===== config.mk =====
export PLATFORM = sky130hd
export DESIGN_NAME = seq_chunk_adder
export DESIGN_NICKNAME = d
export VERILOG_FILES = /design/src/rtl/seq_adder_pkg.sv /design/src/rtl/AdderNBit.sv /design/src/rtl/seq_chunk_adder.sv
export SDC_FILE = /design/constraint.sdc
export NUM_CORES = 1
export LEC_CHECK = 0
export BUFFER_PORTS_ARGS = -buffer_cell sky130_fd_sc_hd__buf_2
export CAP_MARGIN = 20
export CORE_ASPECT_RATIO = 1.2
export CORE_MARGIN = 1.5
export CORE_UTILIZATION = 36
export CTS_BUF_LIST = sky130_fd_sc_hd__clkbuf_16
export CTS_CLUSTER_SIZE = 30
export DETAILED_ROUTE_END_ITERATION = 12
export RECOVER_POWER = 50
export SETUP_SLACK_MARGIN = 0.4
export SYNTH_ARGS = -nofsm -noshare
export SYNTH_HDL_FRONTEND = slang
export SYNTH_SLANG_ARGS = --single-unit

===== constraint.sdc =====
create_clock -name clk -period 3.9 [get_ports clk]
set_input_delay 0.78 -clock clk [delete_from_list [all_inputs] [get_ports clk]]
set_output_delay 0.78 -clock clk [all_outputs]
set_load 0.01 [all_outputs]

===== src/rtl/seq_adder_pkg.sv =====
// ----------------------------------------------------------------------------
// seq_adder_pkg
//   Shared definitions for the sequential chunked adder:
//     state_t    - FSM state encoding (IDLE=0, RUN=1, DONE=2)
//     idx_width  - width of the chunk index counter, clog2 with a floor of 1
// ----------------------------------------------------------------------------
package seq_adder_pkg;

    typedef enum logic [1:0] {
        IDLE = 2'd0,
        RUN  = 2'd1,
        DONE = 2'd2
    } state_t;

    // A single-chunk build still needs a 1-bit index so the counter exists.
    function automatic int idx_width(input int n);
        return (n <= 1) ? 1 : $clog2(n);
    endfunction

endpackage


===== src/rtl/AdderNBit.sv =====
// ----------------------------------------------------------------------------
// AdderNBit
//   Combinational N-bit ripple-carry adder used as the per-chunk datapath.
//   Ports:
//     a, b   in  N  addends
//     c_in   in  1  carry into bit 0
//     sum    out N  (a + b + c_in) mod 2^N
//     c_out  out 1  carry out of bit N-1
// ----------------------------------------------------------------------------
module AdderNBit #(
    parameter int N = 4
) (
    input  logic [N-1:0] a,
    input  logic [N-1:0] b,
    input  logic         c_in,
    output logic [N-1:0] sum,
    output logic         c_out
);

    always_comb begin
        logic c;
        // NOTE: every output gets a default before the loop so no path can
        // leave a bit unassigned and infer a latch.
        sum = '0;
        c   = c_in;
        for (int i = 0; i < N; i++) begin
            sum[i] = a[i] ^ b[i] ^ c;
            c      = (a[i] & b[i]) | (c & (a[i] ^ b[i]));
        end
        c_out = c;
    end

endmodule


===== src/rtl/seq_chunk_adder.sv =====
// ----------------------------------------------------------------------------
// seq_chunk_adder
//   W = N*CHUNKS bit adder built from one N-bit ripple adder, processing one
//   chunk per clock LSB-first and keeping the inter-chunk carry in a register.
//   Operands are taken on a valid/ready handshake and the result is returned
//   on a second valid/ready handshake.
//   Ports:
//     clk        in   1  clock, rising edge
//     rst_n      in   1  asynchronous active-low reset
//     in_valid   in   1  a, b, c_in are valid
//     in_ready   out  1  operands can be accepted (IDLE only)
//     a, b       in   W  operands
//     c_in       in   1  carry into bit 0
//     out_valid  out  1  sum/c_out valid (DONE only)
//     out_ready  in   1  consumer takes the result
//     sum        out  W  (a + b + c_in) mod 2^W
//     c_out      out  1  bit W of a + b + c_in
// ----------------------------------------------------------------------------
module seq_chunk_adder
    import seq_adder_pkg::*;
#(
    parameter int N      = 4,
    parameter int CHUNKS = 4
) (
    input  logic                  clk,
    input  logic                  rst_n,
    input  logic                  in_valid,
    output logic                  in_ready,
    input  logic [N*CHUNKS-1:0]   a,
    input  logic [N*CHUNKS-1:0]   b,
    input  logic                  c_in,
    output logic                  out_valid,
    input  logic                  out_ready,
    output logic [N*CHUNKS-1:0]   sum,
    output logic                  c_out
);

    localparam int             IW       = idx_width(CHUNKS);
    localparam logic [IW-1:0]  LAST_IDX = IW'(CHUNKS - 1);

    state_t                     state;
    logic [IW-1:0]              idx;
    logic                       carry;
    logic [CHUNKS-1:0][N-1:0]   a_q;
    logic [CHUNKS-1:0][N-1:0]   b_q;
    logic [CHUNKS-1:0][N-1:0]   sum_q;

    logic [N-1:0]               chunk_sum;
    logic                       chunk_cout;

    AdderNBit #(.N(N)) u_adder (
        .a     (a_q[idx]),
        .b     (b_q[idx]),
        .c_in  (carry),
        .sum   (chunk_sum),
        .c_out (chunk_cout)
    );

    assign sum = sum_q;

    // in_ready/out_valid are registered alongside the state so they change
    // on the same edge as the state they describe.
    always_ff @(posedge clk or negedge rst_n) begin
        if (!rst_n) begin
            // NOTE: the operand registers are plain flops, not a memory, so
            // resetting them costs nothing and keeps post-reset state defined.
            state     <= IDLE;
            idx       <= '0;
            carry     <= 1'b0;
            a_q       <= '0;
            b_q       <= '0;
            sum_q     <= '0;
            c_out     <= 1'b0;
            in_ready  <= 1'b1;
            out_valid <= 1'b0;
        end else begin
            // NOTE: non-blocking assignments throughout, so every register
            // samples pre-edge values regardless of statement order.
            case (state)
                IDLE: begin
                    if (in_valid) begin
                        a_q      <= a;
                        b_q      <= b;
                        carry    <= c_in;
                        idx      <= '0;
                        state    <= RUN;
                        in_ready <= 1'b0;
                    end
                end
                RUN: begin
                    sum_q[idx] <= chunk_sum;
                    carry      <= chunk_cout;
                    idx        <= idx + IW'(1);
                    if (idx == LAST_IDX) begin
                        c_out     <= chunk_cout;
                        state     <= DONE;
                        out_valid <= 1'b1;
                    end
                end
                DONE: begin
                    // sum/c_out are left untouched here so they stay held
                    // until the next operation overwrites them.
                    if (out_ready) begin
                        state     <= IDLE;
                        out_valid <= 1'b0;
                        in_ready  <= 1'b1;
                    end
                end
                default: begin
                    state     <= IDLE;
                    out_valid <= 1'b0;
                    in_ready  <= 1'b1;
                end
            endcase
        end
    end

endmodule

**Word-level counts from Yosys, hierarchy flattened**

Index checks and enable logic that the tools add are counted.
W data, S select, Z words.

- $lt $le $gt $ge: 2
- Multiplexer cells: 21
- Add/subtract/negate cells: 1
- Reduce and logical (&&, ||, !) cells: 9
- Equality and inequality tests: 6
- Bitwise logic cells: 22

Operators by type and width:

| cell | number |
|---|---|
| $bmux W4 S2 | 2 |
| $bwmux W16 | 1 |
| $mux W4 | 3 |
| $reduce_and A3 Y1 | 3 |
| $and A1 B1 Y1 | 8 |
| $demux W4 S2 | 1 |
| $mux W2 | 4 |
| $xor A1 B1 Y1 | 8 |
| $ne A2 B2 Y1 const B | 3 |
| $pmux W1 S3 | 2 |
| $pmux W2 S3 | 1 |
| $reduce_and A2 Y1 | 3 |
| $mux W1 | 5 |
| $eq A2 B2 Y1 const B | 2 |
| $or A1 B1 Y1 | 4 |
| $pmux W2 S2 | 1 |
| $lt A2 B3 Y1 const B | 1 |
| $add A2 B1 Y2 const B | 1 |
| $eq A2 B1 Y1 const B | 1 |
| $ge A2 B1 Y1 const B | 1 |
| $logic_not A2 Y1 | 1 |
| $not A1 Y1 | 2 |
| $pmux W1 S2 | 1 |
| $reduce_bool A2 Y1 | 1 |
| $logic_and A1 B1 Y1 | 1 |

- Register bits after elaboration: 56
- Word-level logic and storage cells: 79
- Output and inout port bits: 19
- Input bits: 37

**Depth between registers and ports, before layout**

- Depth in word-level cells: 12
- Depth in mapped cells: 10
- Gate-level depth less buffers: 9

**Modules after synthesis**

Synthesis repeated with hierarchy kept, for this count alone.

- Cells, all modules: 169
- Area, all modules: 2539.9 um^2

Modules (own cells, without submodules):

| module | sequential area each (um^2) | cells each | area an instance (um^2) | instances |
|---|---|---|---|---|
| seq_chunk_adder | 1402.6 | 155 | 2422.3 | 1 |
| AdderNBit | 0.0 | 14 | 117.6 | 1 |

**Worst setup path before layout**

Ideal clock, no wire load.

- Path type: reg-to-reg
- Start: register idx[0]
- End: register sum_q, in the netlist sum[11]
- Cell stages (with the launch flop): 11
- Arrival time: 2787 ps
- Required time: 3816 ps
- Slack: 1030 ps
- Setup time: 84 ps
- Cells stage by stage: dfrtp_1 > buf_2 > mux4_2 > fa_1 > inv_1 > fa_1 > inv_1 > fa_1 > inv_1 > fa_1 > o21ai_0

- Longest elaborated chain between the ends: 11
- Elaborated cells on any way between the ends: 24
- Classes of those cells: 2 x order compare; 7 x mux; 14 x bitwise; 1 x reduce/logical

RTL lines:

| what | RTL line | RTL |
|---|---|---|
| start, declared | seq_chunk_adder.sv:42 | `logic [IW-1:0] idx;` |
| start signal, assigned | seq_chunk_adder.sv:93 | `idx <= idx + IW'(1);` |
| $bmux W4 S2 (on tied branches) | seq_chunk_adder.sv:52, seq_chunk_adder.sv:53 |  |
| $mux W4 (on tied branches) | seq_chunk_adder.sv:52, seq_chunk_adder.sv:53 |  |
| $xor A1 B1 Y1 | AdderNBit.sv:28 | `c = (a[i] & b[i]) \| (c & (a[i] ^ b[i]));` |
| $and A1 B1 Y1 | AdderNBit.sv:28 |  |
| $or A1 B1 Y1 | AdderNBit.sv:28 |  |
| $and A1 B1 Y1 | AdderNBit.sv:28 |  |
| $or A1 B1 Y1 | AdderNBit.sv:28 |  |
| $and A1 B1 Y1 | AdderNBit.sv:28 |  |
| $or A1 B1 Y1 | AdderNBit.sv:28 |  |
| $xor A1 B1 Y1 | AdderNBit.sv:27 | `sum[i] = a[i] ^ b[i] ^ c;` |
| $bwmux W16 * | seq_chunk_adder.sv:91 | `sum_q[idx] <= chunk_sum;` |
| end signal, assigned by index | seq_chunk_adder.sv:91 |  |
| end, declared | seq_chunk_adder.sv:46 | `logic [CHUNKS-1:0][N-1:0] sum_q;` |

Every way passes the cells marked *; elsewhere a longest branch is shown, timed or not. The select of a mux whose other input is x is not followed.
A chain may end at the register's enable or synchronous reset.

**Final worst setup path**

- Start: register idx[0]
- End: register sum_q, in the netlist sum[15]

The elaborated chain is that of the path after synthesis.

==> results.ini <==
[timing]
rsz0062_at_grt = no
setup_slack_ns = 1.005
relSlewSlack_pct = -40.72
whs_ns = 0.4728
hold_viol = 0
min_period_ns = 2.895
fin_tns_setup_ns = 0
timing.fmax_mhz = 345.4
fin_skew_ns = 0.004943
tightest_slew_ns = 2.111
report.final.slew_viol_count = 41
setup_viol = 0
period_share_pct = 74.24

[floorplan]
die_w_um = 79.83
die_y_um = 95.20
core-area_sq_um = 6854
start_util_pct = 37.20
die-area_sq_um = 7599
ios = 56
rows = 33

[power_and_ir_drop]
combPwrFrac_pct = 44.3
p_leak_nw = 1.394
total_power_mw = 2.849
seqPwrFrac_pct = 38.7
switching_share_pct = 34.52
p_clk_share_pct = 16.9
p_int_mw = 1.865
p_per_area_nw_per_um2 = 945.5
ir_drop_uv = 360.7
switchingPower_uw = 983.4

[synthesis]
synthSimpleGateAreaFrac_pct = 6.624
synth-seq-area-share_pct = 55.00
synth_cells = 174
syn-num-nets = 219
synth_seq_cells = 56
synth_compound_area_share_pct = 4.220
syn_area_per_cell_sq_um = 14.65
synth_top_family_by_area = multiplexers
ys_types = 27
synth_area_sq_um = 2550
synthAdderAreaFrac_pct = 5.103
ys.warnings.count = 0
synth-xor-area-share_pct = 0
synth.area.mux_share_pct = 25.12

[critical_path]
start_kind = register
cp.arrival_ns = 3.10
critPathRequiredTime_ns = 4.10
critical_path_class = reg -> reg
end_kind = register
crit_fanout = 6

[clock_tree]
htree_levels = 2
cts_buffers = 5
cts_resized = 0
cts_sinks = 56
root_buffer = clkbuf_16
cts.clk_slew.worst_paths_ns = 0.07
postCtsSetupBuffers = 0
insertion_delay_ns = 0.29
cts_tree = yes
hold_buffers = 0
cts_buffer_depth = 2

[global_routing]
grt_pass1_vias = 1477
grt_max_degree = 41
antenna_found_initial = 0
grt_overflow_total = 0
grt_use_total_pct = 13.30
grt_pass1_wl_um = 7534

[placement]
dp.cells = 311
io_buffers = 55
hpwl_um = 3433
routabilityCongestion = 0.7115
pre_cts_ws_ns = 0.9917

[finish]
n_antenna_cell = 0
fin_cells = 317
area_growth_syn_to_layout_pct = 18.16
fin_nets = 276
drive_above_1_share_pct = 46.96

[routing]
route.detailed.wl_per_inst_um = 14.51
wl_um = 4599
drtIter0Drc = 63
vias_per_cell = 4.830
drcViolationCount = 0
ant_nets = 0
vias = 1531
dr.pass1.iters = 6

[run_status]
status = finished with violations
violations = max-capacitance violations, max-slew violations

[run]
cap_violations = 1

[min_path]
hold_path_class = reg -> reg

## final cells by class
class                      count  area [sq um]
timing repair buffer          57         277.8
inverter                      11         41.29
clock buffer                   5         125.1
tap                           87         108.9
sequential                    56          1403
multi-input combinational    100          1027
fill                         675          3841
clock inverter                 1         30.03
## final timing paths
check	from	endpoint	slack (ns)	depth (start not counted)
setup / recovery	idx[0]	sum[15]	1.00	9
hold / removal	sum[13]	sum[13]	0.47	2
setup reg to reg	idx[0]	sum[15]	1.00	9
hold reg to reg	sum[13]	sum[13]	0.47	2
max in group asynchronous	rst_n	carry	1.15	2
min in group asynchronous	rst_n	a_q[3]	1.10	1
## layer usage
metal / wire length (um) / share of wire [%] / GRT usage, % / vias to the layer above
met1: 2108 / 46 / 18.26 / 758
met2: 2162 / 47 / 20.27 / 45
met3: 263 / 5.7 / 3.923 / 5
met5: 0 / 0 / 0 / -
li1: - / - / - / 723
met4: 64 / 1.4 / 4.310 / 0
## state kept, by name, indices dropped and copies added, names as in the netlist, 2 cells and up
name   cells
state      2
idx        2
a_q       16
sum       16
b_q       16
## power groups by stage
stage,Combinational [mW],Clock (mW),Sequential (mW)
after floorplan,1.00,0,1.06
after global placement,1.28,0,1.12
after detailed placement,1.31,0,1.12
after CTS,1.31,0.499,1.11
after global routing,1.43,0.521,1.14
final,1.26,0.483,1.10
## Yosys cell counts
cell type | instances | area share (%)
mux2_1 | 2 | 0.88
o21a_1 | 1 | 0.29
nand2b_4 | 1 | 0.54
mux2_2 | 38 | 17
dfstp_2 | 1 | 1.0
mux2i_1 | 1 | 0.39
a21oi_1 | 1 | 0.20
ha_1 | 4 | 2.0
nor2_1 | 3 | 0.44
a221oi_1 | 1 | 0.34
o21ai_0 | 12 | 2.4
dfrtp_1 | 55 | 54
nor2b_1 | 1 | 0.25
buf_6 | 4 | 1.8
buf_2 | 2 | 0.39
nand2_1 | 14 | 2.1
clkbuf_1 | 1 | 0.15
o31ai_1 | 1 | 0.29
mux4_2 | 8 | 7.1
a21bo_2 | 1 | 0.39
inv_1 | 11 | 1.6
o22a_1 | 1 | 0.34
nand3b_4 | 3 | 2.4
nor2_4 | 1 | 0.44
nand3b_1 | 1 | 0.29
fa_1 | 4 | 3.1
or3_1 | 1 | 0.25
## worst max-delay path: stages, from the launching register on
cell and delay, ns:
dfrtp_1 0.53, mux4_2 0.56, fa_1 0.39, inv_1 0.07, fa_1 0.16, inv_1 0.05, fa_1 0.35, inv_1 0.07
fa_1 0.45, o21ai_0 0.17
## metrics by stage
step | util, % | area, sq um
after floorplan | - | 2550
after global placement | 42.17 | 2890
after detailed placement | 42.17 | 2890
after CTS | 44.43 | 3045
after global routing | 43.96 | 3013
final | 43.96 | 3013
## cells by family (layout without fill, tap and decap cells)
kind of cell,Yosys count,in the layout
mux,49,49
buf+inv,18,74
flops,56,56
fa+ha+maj,8,8
simple gates,25,25
compound gates,18,18
## cells in the final DEF (no fill, tap or decap)
cell / netlist / final
clkbuf_16: 0 / 5
a21bo_2: 1 / 1
buf_2: 2 / 51
o21ai_0: 12 / 12
o22a_1: 1 / 1
mux2i_1: 1 / 1
a221oi_1: 1 / 1
nand2_1: 14 / 14
mux4_2: 8 / 8
dfrtp_1: 55 / 55
nor2b_1: 1 / 1
or3_1: 1 / 1
clkbuf_1: 1 / 6
mux2_2: 38 / 38
o21a_1: 1 / 1
nand3b_4: 3 / 2
nand3b_1: 1 / 2
ha_1: 4 / 4
mux2_1: 2 / 2
a21oi_1: 1 / 1
nor2_4: 1 / 1
dfstp_2: 1 / 1
nand2b_1: 0 / 1
bufinv_16: 0 / 1
inv_1: 11 / 11
nor2_1: 3 / 3
o31ai_1: 1 / 1
fa_1: 4 / 4
(Power assumes the default switching activity.)
